$ cat config.mk
export PLATFORM = sky130hd
export DESIGN_NAME = reprodutor_sequencia
export DESIGN_NICKNAME = d
export VERILOG_FILES = /design/src/rtl/reprodutor_sequencia.sv
export SDC_FILE = /design/constraint.sdc
export NUM_CORES = 1
export LEC_CHECK = 0
export BUFFER_PORTS_ARGS = -buffer_cell sky130_fd_sc_hd__buf_2
export CAP_MARGIN = 10
export CORE_UTILIZATION = 55
export DETAILED_ROUTE_END_ITERATION = 8
export PLACE_DENSITY = 0.78
export RECOVER_POWER = 25
export SLEW_MARGIN = 25
export SYNTH_ARGS = -nofsm -noshare
export SYNTH_HDL_FRONTEND = slang
export SYNTH_SLANG_ARGS = --single-unit
$ cat constraint.sdc
create_clock -name clock -period 2.7 [get_ports clock]
set_clock_uncertainty 0.1 [all_clocks]
set_input_delay 0.675 -clock clock [delete_from_list [all_inputs] [get_ports clock]]
set_output_delay 0.675 -clock clock [all_outputs]
set_load 0.01 [all_outputs]
$ cat src/rtl/reprodutor_sequencia.sv
// Plays the stored move sequence (positions 0..rodada) on the LEDs.
// For each move: one cycle reading memory, then T_ACESO cycles lit, then T_APAGADO cycles dark.
module reprodutor_sequencia #(
    parameter int T_ACESO    = 5000,
    parameter int T_APAGADO  = 2500,
    parameter int N_ENDERECO = 4
) (
    input  logic                  clock,
    input  logic                  reset,
    input  logic                  iniciar,
    input  logic [N_ENDERECO-1:0] rodada,
    input  logic [3:0]            mem_dado,
    output logic [N_ENDERECO-1:0] mem_endereco,
    output logic [3:0]            leds,
    output logic                  ocupado,
    output logic                  pronto,
    output logic [2:0]            db_estado
);
    localparam int T_MAX = (T_ACESO > T_APAGADO) ? T_ACESO : T_APAGADO;
    localparam int CW    = (T_MAX > 1) ? $clog2(T_MAX) : 1;

    typedef enum logic [2:0] {
        INICIAL    = 3'd0,
        LE_MEMORIA = 3'd1,
        ACESO      = 3'd2,
        APAGADO    = 3'd3,
        FIM        = 3'd4
    } estado_t;

    estado_t               estado_q, estado_d;
    logic [CW-1:0]         cnt_q, cnt_d;
    logic [N_ENDERECO-1:0] rodada_q, rodada_d;
    logic [N_ENDERECO-1:0] endereco_q, endereco_d;
    logic [3:0]            leds_q, leds_d;

    always_ff @(posedge clock) begin
        if (reset) begin
            estado_q   <= INICIAL;
            cnt_q      <= '0;
            rodada_q   <= '0;
            endereco_q <= '0;
            leds_q     <= '0;
        end else begin
            estado_q   <= estado_d;
            cnt_q      <= cnt_d;
            rodada_q   <= rodada_d;
            endereco_q <= endereco_d;
            leds_q     <= leds_d;
        end
    end

    always_comb begin
        estado_d   = estado_q;
        cnt_d      = cnt_q;
        rodada_d   = rodada_q;
        endereco_d = endereco_q;
        leds_d     = leds_q;
        case (estado_q)
            INICIAL: begin
                // Address keeps its last value while idle; cleared only on a new start.
                if (iniciar) begin
                    rodada_d   = rodada;
                    endereco_d = '0;
                    cnt_d      = '0;
                    estado_d   = LE_MEMORIA;
                end
            end
            LE_MEMORIA: begin
                leds_d   = mem_dado;
                cnt_d    = '0;
                estado_d = ACESO;
            end
            ACESO: begin
                if (cnt_q == CW'(T_ACESO - 1)) begin
                    leds_d   = '0;
                    cnt_d    = '0;
                    estado_d = APAGADO;
                end else begin
                    cnt_d = cnt_q + CW'(1);
                end
            end
            APAGADO: begin
                if (cnt_q == CW'(T_APAGADO - 1)) begin
                    cnt_d = '0;
                    if (endereco_q == rodada_q) begin
                        estado_d = FIM;
                    end else begin
                        endereco_d = endereco_q + N_ENDERECO'(1);
                        estado_d   = LE_MEMORIA;
                    end
                end else begin
                    cnt_d = cnt_q + CW'(1);
                end
            end
            FIM:     estado_d = INICIAL;
            default: estado_d = INICIAL;
        endcase
    end

    assign mem_endereco = endereco_q;
    assign leds         = leds_q;
    assign ocupado      = (estado_q != INICIAL);
    assign pronto       = (estado_q == FIM);
    assign db_estado    = estado_q;
endmodule

==> flow_summary.ini <==
[global_routing]
grt_max_degree = 20
overflow = 0
track_usage_pct = 25.0
antenna_found_initial = 0
grt_pass1_vias = 1132
grt_pass1_wl_um = 5170

[floorplan]
num_rows = 18
die_w_um = 53.6
start_util_pct = 58.6
pin_count = 24
dieArea_mm2 = 0.00287
core_region_area_mm2 = 0.00250
die_h_um = 53.6

[logic_synthesis]
synth_edf_count = 0
synth.most_common_cell = dfxtp_1
synth-main-ff-cell = dfxtp_1
synthArstFlopShare_pct = 0
synth-seq-area-share_pct = 38.3
synth_cells = 169
syn_avg_cell_area_um2 = 8.66
yosysTopAreaCell = dfxtp_1
yosys.cell_types.count = 44
yosys_register_bits = 28
synth_area_mm2 = 0.00146
ys_warn_count = 0
syn-num-nets = 183
synth_common_cells = dfxtp_1, nor2_1, nand2_1, o21ai_0, a21oi_1
synth_area_leaders = dfxtp_1, nor2_1, xnor2_1
yosysTopAreaCellShare_pct = 38.3

[placement]
routabilityCongestion = 0.930
portBuffers = 23
place_area_mm2 = 0.00157
dp_hpwl_um = 2310

[clock_network]
cts_buffers = 3
cts.clk_slew.worst_paths_ps = 160
clock_path_buffers = 2
holdBufCountCts = 0
root_buffer = clkbuf_4
cts_tree = done
post_cts_buffers = 0
clock_latency_ps = 340
clock-sinks = 28
cts_resized = 0
cts.htree.levels = 1

[power_and_ir_drop]
p_total_uw = 923
peakVddDrop_mv = 0.511
leakagePower_uw = 0.000591
pwr_density_cell_mw_per_mm2 = 573

[critical_path]
cp.required_ps = 1920
path_max_fanout = 18
crit_type = flip-flop to primary output
cp.arrival_ps = 1620
worst_setup_path_start_kind = flip-flop
crit_slowest_cell = nor3_1
max_stage_delay_ps = 550
crit_path_cell_trace = nor3_1 -> inv_1 -> buf_2
cp-end-kind = primary output

[layout]
n_antenna_cell = 0
fin_util_pct = 64.4
area_growth_pct = 10.0
final_area_mm2 = 0.00161
final_nets = 203
layout-drive-gt1-share_pct = 15.4

[timing]
period_needed_ps = 2390
setup_viol = 0
period_share_pct = 88.6
hold_slack_ps = 393
slew_headroom_pct = 62.4
worst_pin_slew_ps = 560
slew_viol_final = 0
fin_setup_tns_ps = 0
clock.fmax_mhz = 418
rsz0062_at_grt = no
finalHoldViolations = 0

[flow_run]
max_cap_viol_count = 0

[route]
postRouteWirelength_um = 3170
drt-initial-drc-count = 40
vias = 1258
drtPass1Iterations = 4
drcViolationCount = 0
drtAntennaViolNets = 0
wl_per_cell_um = 14.6
via_per_inst = 5.77

[min_path]
holdCritPathClass = flip-flop to flip-flop

[outcome]
status = finished, final reports clean
logic make-up after synthesis:
kind of cell / synth area share, %
multiplexers: 3.42
buffers and inverters: 3.76
adder cells (fa/ha/maj): 2.56
AO/OA/AOI/OAI: 14.7
AND/OR/NAND/NOR: 28.9
XOR/XNOR: 8.38
flip-flops: 38.3
where the power goes:
part           switching (µW)  total (µW)  internal, µW
Combinational             102         178          76.1
Sequential               30.1         466           436
Clock                     129         279           150
Total                     261         923           662
flip-flops by register name (all words and copies together), names as in the netlist:
register / cells
cnt_q: 13
rodada_q: 4
mem_endereco: 4
db_estado: 3
leds: 4
per-stage QoR:
| stage | setup WS, ps | cells |
|---|---|---|
| 3_3_place_gp | 417 | 214 |
| 3_5_place_dp | 374 | 214 |
| 6_report | 307 | 218 |
| 4_1_cts | 286 | 218 |
| 2_1_floorplan | 491 | 169 |
| 5_1_grt | 110 | 218 |
cell usage in the layout (no fill, tap or decap), drive strengths merged, types with 2 or more instances in the layout:
| cell | n |
|---|---|
| a21oi | 10 |
| a22oi | 3 |
| and2 | 2 |
| and3 | 2 |
| buf | 14 |
| clkbuf | 12 |
| dfxtp | 28 |
| ha | 3 |
| inv | 3 |
| mux2i | 5 |
| nand2 | 14 |
| nand3 | 7 |
| nand4 | 4 |
| nor2 | 21 |
| nor3 | 5 |
| nor3b | 3 |
| nor4 | 2 |
| o21ai | 10 |
| or2 | 3 |
| or3 | 3 |
| xnor2 | 7 |
| xor2 | 7 |
path summary, 6_finish.rpt:
path                                                endpoint                       from  depth (start not counted)  slack [ps]
worst max-delay path                                 ocupado  db_estado[2]$_SDFFE_PP0P_                          3         310
worst min-delay path                    leds[3]$_SDFFE_PP0P_       leds[3]$_SDFFE_PP0P_                          2         390
worst max register to register  mem_endereco[3]$_SDFFE_PP0P_      cnt_q[0]$_SDFFE_PP0P_                          6         310
worst min register to register          leds[3]$_SDFFE_PP0P_       leds[3]$_SDFFE_PP0P_                          2         390
per-layer routing:
| metal | vias to the layer above | track usage [%] | share of wire (%) |
|---|---|---|---|
| met3 | 4 | 2.82 | 4.3 |
| met1 | 585 | 31.8 | 46 |
| li1 | 635 | - | - |
| met4 | 0 | 10.5 | 1.6 |
| met5 | - | 0 | 0 |
| met2 | 34 | 42.5 | 48 |
critical path: cells and delay by family, from the launching register on:
kind | cells | cell delay (ps)
DFF | 1 | 500
buffers and inverters | 2 | 230
and+or+nand+nor | 1 | 550
area by class of cell:
type	instances	area (µm²)
clock buffers	3	22.5
multi-input cells	130	845
inverters	3	11.3
well taps	30	37.5
clock inverters	1	30.0
repair buffers	23	104
flip-flops and latches	28	561
fillers	232	890
Note: power is estimated with default switching activity, not from simulation.
